--- src/rtl/inst_boot_loader_pkg.sv ---
// rtl/inst_boot_loader_pkg.sv - shared loader states, error codes and frame marker
package inst_boot_loader_pkg;

    typedef enum logic [2:0] {
        ST_IDLE,
        ST_LEN,
        ST_DATA,
        ST_CSUM,
        ST_DONE,
        ST_ERROR
    } state_t;

    localparam logic [1:0] ERR_NONE = 2'd0;
    localparam logic [1:0] ERR_LEN  = 2'd1;
    localparam logic [1:0] ERR_CSUM = 2'd2;

    localparam logic [7:0] MAGIC_BYTE_DEFAULT = 8'hA5;

endpackage

--- src/rtl/inst_boot_loader_word_assembler.sv ---
// rtl/inst_boot_loader_word_assembler.sv - packs payload bytes into words and registers the memory write
module inst_boot_loader_word_assembler (
    input  logic        clk,
    input  logic        reset,
    input  logic        byte_valid,
    input  logic [7:0]  byte_data,
    input  logic [31:0] byte_index,
    input  logic        byte_last,
    output logic [31:0] mem_addr,
    output logic        mem_write_enable,
    output logic [3:0]  mem_write_width,
    output logic [31:0] mem_write_data
);

    logic [31:0] asm_word;
    logic [31:0] word_next;
    logic [1:0]  lane;

    assign lane = byte_index[1:0];

    // Lane 0 starts a fresh word so unused upper lanes of a tail are zero.
    always_comb begin
        word_next = (lane == 2'd0) ? 32'd0 : asm_word;
        word_next[{lane, 3'b000} +: 8] = byte_data;
    end

    always_ff @(posedge clk) begin
        if (reset) begin
            asm_word         <= 32'd0;
            mem_addr         <= 32'd0;
            mem_write_enable <= 1'b0;
            mem_write_width  <= 4'd0;
            mem_write_data   <= 32'd0;
        end else begin
            mem_write_enable <= 1'b0;
            if (byte_valid) begin
                asm_word <= word_next;
                if (lane == 2'd3 || byte_last) begin
                    mem_write_enable <= 1'b1;
                    mem_addr         <= {byte_index[31:2], 2'b00};
                    mem_write_width  <= {2'b00, lane} + 4'd1;
                    mem_write_data   <= word_next;
                end
            end
        end
    end

endmodule

--- src/rtl/inst_boot_loader.sv ---
// rtl/inst_boot_loader.sv - framed byte-stream loader for instruction memory with checksum and core hold
module inst_boot_loader
    import inst_boot_loader_pkg::*;
#(
    parameter int unsigned INST_SIZE_IN_BYTE = 16384,
    parameter logic [7:0]  MAGIC_BYTE        = MAGIC_BYTE_DEFAULT
) (
    input  logic        clk,
    input  logic        reset,
    input  logic        rx_valid,
    input  logic [7:0]  rx_data,
    output logic        rx_ready,
    output logic [31:0] mem_addr,
    output logic        mem_write_enable,
    output logic [3:0]  mem_write_width,
    output logic [31:0] mem_write_data,
    output logic        core_hold,
    output logic        load_done,
    output logic        load_error,
    output logic [1:0]  error_code
);

    state_t      state, state_next;
    logic [31:0] byte_count, byte_count_next;
    logic [31:0] len, len_next;
    logic [31:0] len_full;
    logic [1:0]  len_count, len_count_next;
    logic [7:0]  csum, csum_next;
    logic [1:0]  err_q, err_next;
    logic        accept;
    logic        byte_fire;
    logic        byte_last;

    assign rx_ready   = (state == ST_IDLE) || (state == ST_LEN) ||
                        (state == ST_DATA) || (state == ST_CSUM);
    assign accept     = rx_valid && rx_ready;
    assign load_done  = (state == ST_DONE);
    assign load_error = (state == ST_ERROR);
    assign core_hold  = (state != ST_DONE);
    assign error_code = err_q;
    // Length as it stands once the fourth (most significant) byte arrives.
    assign len_full   = {rx_data, len[23:0]};

    always_ff @(posedge clk) begin
        if (reset) begin
            state      <= ST_IDLE;
            byte_count <= 32'd0;
            len        <= 32'd0;
            len_count  <= 2'd0;
            csum       <= 8'd0;
            err_q      <= ERR_NONE;
        end else begin
            state      <= state_next;
            byte_count <= byte_count_next;
            len        <= len_next;
            len_count  <= len_count_next;
            csum       <= csum_next;
            err_q      <= err_next;
        end
    end

    always_comb begin
        state_next      = state;
        byte_count_next = byte_count;
        len_next        = len;
        len_count_next  = len_count;
        csum_next       = csum;
        err_next        = err_q;
        byte_fire       = 1'b0;
        byte_last       = 1'b0;
        case (state)
            ST_IDLE: begin
                if (accept && rx_data == MAGIC_BYTE) begin
                    state_next      = ST_LEN;
                    byte_count_next = 32'd0;
                    csum_next       = 8'd0;
                    len_next        = 32'd0;
                    len_count_next  = 2'd0;
                end
            end
            ST_LEN: begin
                if (accept) begin
                    len_next[{len_count, 3'b000} +: 8] = rx_data;
                    len_count_next = len_count + 2'd1;
                    if (len_count == 2'd3) begin
                        if (len_full > INST_SIZE_IN_BYTE) begin
                            state_next = ST_ERROR;
                            err_next   = ERR_LEN;
                        end else if (len_full == 32'd0) begin
                            state_next = ST_CSUM;
                        end else begin
                            state_next = ST_DATA;
                        end
                    end
                end
            end
            ST_DATA: begin
                if (accept) begin
                    byte_fire       = 1'b1;
                    byte_last       = (byte_count == len - 32'd1);
                    csum_next       = csum + rx_data;
                    byte_count_next = byte_count + 32'd1;
                    if (byte_last) begin
                        state_next = ST_CSUM;
                    end
                end
            end
            ST_CSUM: begin
                if (accept) begin
                    if (rx_data == csum) begin
                        state_next = ST_DONE;
                    end else begin
                        state_next = ST_ERROR;
                        err_next   = ERR_CSUM;
                    end
                end
            end
            default: ;
        endcase
    end

    inst_boot_loader_word_assembler u_word_assembler (
        .clk              (clk),
        .reset            (reset),
        .byte_valid       (byte_fire),
        .byte_data        (rx_data),
        .byte_index       (byte_count),
        .byte_last        (byte_last),
        .mem_addr         (mem_addr),
        .mem_write_enable (mem_write_enable),
        .mem_write_width  (mem_write_width),
        .mem_write_data   (mem_write_data)
    );

endmodule

--- config.mk ---
export PLATFORM = sky130hd
export DESIGN_NAME = inst_boot_loader
export DESIGN_NICKNAME = d
export VERILOG_FILES = /design/src/rtl/inst_boot_loader_pkg.sv /design/src/rtl/inst_boot_loader_word_assembler.sv /design/src/rtl/inst_boot_loader.sv
export SDC_FILE = /design/constraint.sdc
export NUM_CORES = 1
export LEC_CHECK = 0
export CAP_MARGIN = 25
export CELL_PAD_IN_SITES_DETAIL_PLACEMENT = 0
export CELL_PAD_IN_SITES_GLOBAL_PLACEMENT = 2
export CORE_MARGIN = 2
export CORE_UTILIZATION = 25
export CTS_CLUSTER_DIAMETER = 60
export DETAILED_ROUTE_END_ITERATION = 10
export PLACE_DENSITY = 0.66
export SYNTH_ARGS = -nofsm -noshare
export SYNTH_HDL_FRONTEND = slang
export SYNTH_SLANG_ARGS = --single-unit
--- constraint.sdc ---
create_clock -name clk -period 6.7 [get_ports clk]
set_input_delay 2.01 -clock clk [delete_from_list [all_inputs] [get_ports clk]]
set_output_delay 2.01 -clock clk [all_outputs]
set_load 0.005 [all_outputs]
==> impl_metrics.env, run 1 <==
export IMPL_drc_errors=0
export IMPL_powerDensity_nw_per_um2=195
export IMPL_gp_congestion=0.778
export IMPL_core_sq_um=36300
export IMPL_reg2reg_from="len[2]"
export IMPL_fp_dieH_microns=195
export IMPL_setup_viol=0
export IMPL_synth_seq_area_share_pct=38.7
export IMPL_grt_use_total_pct=16.1
export IMPL_hp_start="u_word_assembler.asm_word[13]"
export IMPL_yosys_warnings=0
export IMPL_place_area_sq_um=10300
export IMPL_grt_overflow_total=0
export IMPL_synth_distinct_cells=64
export IMPL_fp_dieW_microns=195
export IMPL_cts_buffers=17
export IMPL_synth_area_leader_cell="dfxtp_1"
export IMPL_dieArea_sq_um=38200
export IMPL_io_buffers=82
export IMPL_netlist_area_sq_um=9170
export IMPL_start_util_pct=25.2
export IMPL_finalInstanceArea_sq_um=10900
export IMPL_arrival_ps=4970
export IMPL_clk_latency_ps=440
export IMPL_cts_root_buf="clkbuf_16"
export IMPL_htree_levels=4
export IMPL_slew_headroom_pct=34.7
export IMPL_wirelength_microns=30500
export IMPL_grt_start_max_net_pins=107
export IMPL_worstSetupStartpoint="rx_valid"
export IMPL_area_delta_synth_final_pct=19.1
export IMPL_p_leak_nw=3.44
export IMPL_post_cts_resize_count=0
export IMPL_drive_gt1_share_pct=6.29
export IMPL_fin_tns_setup_ps=0
export IMPL_regToRegSetupSlack_ps=2140
export IMPL_finalWorstSetupSlack_ps=2110
export IMPL_r2r_end="u_word_assembler.mem_write_data[22]"
export IMPL_status="completed"
export IMPL_routedWlPerCell_microns=18.0
export IMPL_async_flop_share_pct=0
export IMPL_avgSynthCellArea_sq_um=7.68
export IMPL_cts_tree="yes"
export IMPL_fin_nets=1242
export IMPL_cts_sinks=177
export IMPL_hp_class="flip-flop to flip-flop"
export IMPL_syn_inst=1194
export IMPL_hold_ws_ps=456
export IMPL_synthMostInstantiatedCell="a21oi_1"
export IMPL_critPathKind="primary input to flip-flop"
export IMPL_cpPeakStageDelay_ps=770
export IMPL_crit_chain="clkdlybuf4s50_1 -> nand3_4 -> or4_1 -> nor3_1 -> nand4_1 -> or2_2 -> a21oi_1"
export IMPL_yosys_top_cells_area="dfxtp_1, a21oi_1, nand3_1"
export IMPL_whs_path_depth=2
export IMPL_vias_per_cell=5.03
export IMPL_grt_pass1_wl_microns=48400
export IMPL_crit_slowest_cell="or4_1"
export IMPL_first_pass_iters=5
export IMPL_clkSlewWorstSetupHoldPaths_ps=70
export IMPL_num_rows=70
export IMPL_drv_cap=0
export IMPL_irDropWorstVdd_uv=170
export IMPL_hold_viol_final=0
export IMPL_hold_buffers=0
export IMPL_cts_max_path_buffers=2
export IMPL_ys_flop_type="dfxtp_1"
export IMPL_antenna_cells=0
export IMPL_synth_common_cells="a21oi_1, dfxtp_1, nand3_1, nand2_1, clkbuf_1"
export IMPL_startpoint_type="primary input"
export IMPL_n_fill_cell=3931
export IMPL_post_cts_buffers=0
export IMPL_dp_slack_ps=1670
export IMPL_crit_fanout=34
export IMPL_first_iter_violations=579
export IMPL_min_to="u_word_assembler.asm_word[13]"
export IMPL_antenna_found_initial=0
export IMPL_final_max_slew_violation_count=0
export IMPL_critPathCaptureType="flip-flop"
export IMPL_ios=86
export IMPL_critPathRequiredTime_ps=7080
export IMPL_ff2ff_path_depth=9
export IMPL_period_needed_ps=4590
export IMPL_rsz0062_at_grt="no"
export IMPL_grt_pass1_vias=8363
export IMPL_synth_ff_latch_count=177
export IMPL_route_antenna_remaining_nets=0
export IMPL_synth_edf_count=0
export IMPL_dp_hpwl_microns=20300
export IMPL_vias=8524
export IMPL_tightest_slew_ps=971
export IMPL_fin_crit_sh_pct=68.6
export IMPL_clock_skew_ps=10.6
export IMPL_synth_top_cell_area_share_pct=38.7
export IMPL_fmax_mhz=218
==> flip-flops by register name, indices dropped and copies added, names as in the netlist <==
name,cells
len,32
u_word_assembler.asm_word,32
byte_count,32
u_word_assembler.mem_write_width,3
u_word_assembler.mem_write_data,32
state,3
len_count,2
error_code,2
u_word_assembler.mem_write_enable,1
csum,8
u_word_assembler.mem_addr,30
==> kinds of logic (layout without fill, tap and decap cells) <==
family / after synthesis / count (layout) / synth area share (%)
and+or+nand+nor: 492 / 492 / 26.8
adders and majority gates: 19 / 19 / 2.68
buffers and inverters: 116 / 145 / 5.36
xor gates and xnor gates: 46 / 46 / 4.40
muxes: 8 / 8 / 0.955
other: 1 / 3 / 0.0409
AOI/OAI and AO/OA: 335 / 335 / 21.1
DFF: 177 / 177 / 38.7
==> stage by stage <==
stage | std cells | power, mW | utilization [%]
after detailed placement | 1659 | 1.14 | 28.3
after global routing | 1693 | 2.20 | 30.0
final | 1693 | 2.12 | 30.0
after floorplan | 1196 | 1.11 | -
after global placement | 1659 | 1.14 | 28.3
after CTS | 1691 | 2.16 | 29.9
==> worst max-delay path: cells and delay by family <==
kind / cells / cell delay (ps)
buffers and inverters: 1 / 750
AND/OR/NAND/NOR: 5 / 2060
AO/OA/AOI/OAI: 1 / 140
==> per-layer routing <==
layer	wire, microns	vias to the layer above	track usage [%]	share of wire [%]
li1	-	4290	-	-
met4	490	0	4.30	1.6
met5	0	-	0	0
met1	14300	4097	21.0	47
met2	14800	114	27.4	49
met3	848	23	2.78	2.8
==> where the power goes <==
group          internal [mW]  switching (mW)  total (mW)  leakage (nW)
registers               1.05       0.0000187        1.05          1.42
clock network          0.557           0.457        1.01         0.273
logic                 0.0150          0.0443      0.0593          1.74
total                   1.62           0.501        2.12          3.44
==> layout by cell type, fill, tap and decap left out, types with 18 or more instances in the layout <==
cell type        count
a211oi_1            18
a21oi_1            186
clkdlybuf4s50_1     81
dfxtp_1            177
ha_1                18
nand2_1            121
nand2b_1            32
nand3_1            155
nor2_1              63
nor3_1              24
o21ai_0             54
xnor2_1             26
xor2_1              20
==> final cells by class <==
| class | count | area, sq um | area share, % |
|---|---|---|---|
| Inverter | 13 | 48.8 | 0.447 |
| Multi-Input combinational cell | 903 | 5170 | 47.4 |
| Sequential cell | 177 | 3540 | 32.5 |
| Timing Repair Buffer | 100 | 986 | 9.03 |
| Tap cell | 468 | 586 | 5.36 |
| Clock buffer | 23 | 488 | 4.47 |
| Clock inverter | 9 | 95.1 | 0.871 |
==> how the worst max path moves through the flow <==
stage,endpoint,slack (ps),cells after the start
6_report,byte_count[31],2110,7
5_1_grt,u_word_assembler.mem_write_data[26],1890,9
4_1_cts,byte_count[31],2140,7
3_5_place_dp,byte_count[31],1670,7
3_3_place_gp,byte_count[31],1740,7
2_1_floorplan,byte_count[31],2990,6
(Power assumes the default switching activity.)
==> run 2, diff against run 1 <==
--- a/config.mk
+++ b/config.mk
@@ -12,7 +12,7 @@
 export CORE_UTILIZATION = 25
 export CTS_CLUSTER_DIAMETER = 60
 export DETAILED_ROUTE_END_ITERATION = 10
-export PLACE_DENSITY = 0.66
+export PLACE_DENSITY = 0.68
 export SYNTH_ARGS = -nofsm -noshare
 export SYNTH_HDL_FRONTEND = slang
 export SYNTH_SLANG_ARGS = --single-unit
==> constraint.sdc (replaced) <==
create_clock -name clk -period 4.2 [get_ports clk]
set_input_delay 1.26 -clock clk [delete_from_list [all_inputs] [get_ports clk]]
set_output_delay 1.26 -clock clk [all_outputs]
set_load 0.005 [all_outputs]
==> run 2 against run 1 <==
  * Global-route usage grew 0.36 points
  * Sequential power up 60%
  * Via count increased by 0.74%
  * Critical endpoint is now u_word_assembler.mem_write_data[2]
  * Largest power group is now clock
==> impl_metrics.env, run 2 (same netlist as run 1, synthesis figures left out) <==
export IMPL_core_sq_um=36300
export IMPL_fp_dieH_microns=195
export IMPL_finalWorstSetupSlack_ps=455
export IMPL_period_needed_ps=3740
export IMPL_cts_root_buf="clkbuf_16"
export IMPL_dieArea_sq_um=38200
export IMPL_cts_tree="yes"
export IMPL_antenna_cells=0
export IMPL_num_rows=70
export IMPL_crit_fanout=35
export IMPL_cts_buffers=17
export IMPL_dp_hpwl_microns=20900
export IMPL_fin_tns_setup_ps=0
export IMPL_ios=86
export IMPL_clk_latency_ps=450
export IMPL_critPathCaptureType="flip-flop"
export IMPL_startpoint_type="flip-flop"
export IMPL_cts_sinks=177
export IMPL_place_area_sq_um=10500
export IMPL_dp_slack_ps=462
export IMPL_critPathRequiredTime_ps=4490
export IMPL_clkSlewWorstSetupHoldPaths_ps=70
export IMPL_fmax_mhz=267
export IMPL_fin_nets=1258
export IMPL_multi_input_area_sq_um=5170
export IMPL_grt_pass1_vias=8438
export IMPL_start_util_pct=25.2
export IMPL_cp_num_buf_inv=1
export IMPL_io_buffers=82
export IMPL_rsz0062_at_grt="no"
export IMPL_regArea_sq_um=3540
export IMPL_status="completed"
export IMPL_fp_dieW_microns=195
export IMPL_critPathKind="flip-flop to flip-flop"
export IMPL_antenna_found_initial=0
export IMPL_tightest_slew_ps=894
export IMPL_vias_per_cell=5.02
export IMPL_grt_overflow_total=0
export IMPL_final_max_slew_violation_count=0
export IMPL_p_leak_nw=3.54
export IMPL_irDropWorstVdd_uv=304
export IMPL_crit_slowest_cell="or4_1"
export IMPL_vias=8587
export IMPL_area_delta_synth_final_pct=21.0
export IMPL_first_pass_iters=5
export IMPL_fin_crit_sh_pct=89.2
export IMPL_cpMostUsedCell="or4_1"
export IMPL_first_iter_violations=599
export IMPL_grt_start_max_net_pins=131
export IMPL_grt_use_total_pct=16.5
export IMPL_final_cell_mix="a21oi_1, dfxtp_1, nand3_1"
export IMPL_fin_total_pwr_mw=3.48
export IMPL_final_common_cell="a21oi_1"
export IMPL_arrival_ps=4040
export IMPL_setup_viol=0
export IMPL_cts_max_path_buffers=2
export IMPL_slew_headroom_pct=40.3
export IMPL_crit_family="simple AND/OR/NAND/NOR gates"
export IMPL_gp_congestion=0.813
export IMPL_grt_pass1_wl_microns=49400
export IMPL_finalInstanceArea_sq_um=11100
export IMPL_drive_gt1_share_pct=7.66
export IMPL_powerDensity_nw_per_um2=314
export IMPL_hold_buffers=0
export IMPL_crit_chain="or4_1 -> or4_1 -> or4_1 -> a211o_1 -> a22oi_2 -> a41oi_4 -> buf_4 -> nor2_4 -> a211oi_1"
export IMPL_post_cts_resize_count=0
export IMPL_clock_skew_ps=18.5
export IMPL_wirelength_microns=31000
export IMPL_hp_class="flip-flop to flip-flop"
export IMPL_post_cts_buffers=0
export IMPL_n_fill_cell=3877
export IMPL_htree_levels=4
export IMPL_routedWlPerCell_microns=18.1
export IMPL_route_antenna_remaining_nets=0
export IMPL_drc_errors=0
export IMPL_hold_viol_final=0
export IMPL_utilization_pct=30.5
export IMPL_drv_cap=0
export IMPL_cpPeakStageDelay_ps=670
run 2: cell types whose count changed in the layout (fill, tap and decap cells not counted):
cell,previous run,this run
clkbuf_1,2,0
buf_4,17,31
clkbuf_8,4,3
inv_8,0,1
bufinv_16,1,2
clkinv_4,1,2
buf_12,1,3
run 2: area by class of cell:
type,instances,area share [%]
timing repair buffer,116,10.2
tap,468,5.28
inverter,13,0.440
multi-input combinational,903,46.6
clock buffer,20,4.21
clock inverter,12,1.31
sequential,177,32.0
run 2: worst paths after layout:
check	start	endpoint	slack, ps	depth (start not counted)
worst max-delay path	len[2]	u_word_assembler.mem_write_data[2]	460	9
worst max register to register	len[2]	u_word_assembler.mem_write_data[2]	460	9
worst min register to register	u_word_assembler.asm_word[18]	u_word_assembler.asm_word[18]	460	2
worst min-delay path	u_word_assembler.asm_word[18]	u_word_assembler.asm_word[18]	460	2
run 2: stage by stage:
stage,instances,hold WS [ps]
6_report,1709,456
5_1_grt,1709,476
4_1_cts,1708,456
3_5_place_dp,1676,447
3_3_place_gp,1676,441
2_1_floorplan,1196,436
run 2: worst register-to-register path, cell delays in order, from the launching register on:
cell	delay, ps
dfxtp_1	380
or4_1	670
or4_1	580
or4_1	510
a211o_1	320
a22oi_2	260
a41oi_4	160
buf_4	300
nor2_4	300
a211oi_1	130
run 2: routing by layer:
| metal | routed length (microns) | up-vias | GRT usage, % |
|---|---|---|---|
| met5 | 0 | - | 0 |
| met4 | 448 | 0 | 4.35 |
| met3 | 979 | 16 | 2.99 |
| met2 | 14800 | 130 | 27.7 |
| met1 | 14800 | 4115 | 21.7 |
| li1 | - | 4326 | - |
run 2: power breakdown:
group	internal, mW	switching (mW)	total, mW
registers	1.68	0.0000294	1.68
logic	0.0258	0.0713	0.0971
clock network	0.937	0.770	1.71
total	2.64	0.841	3.48
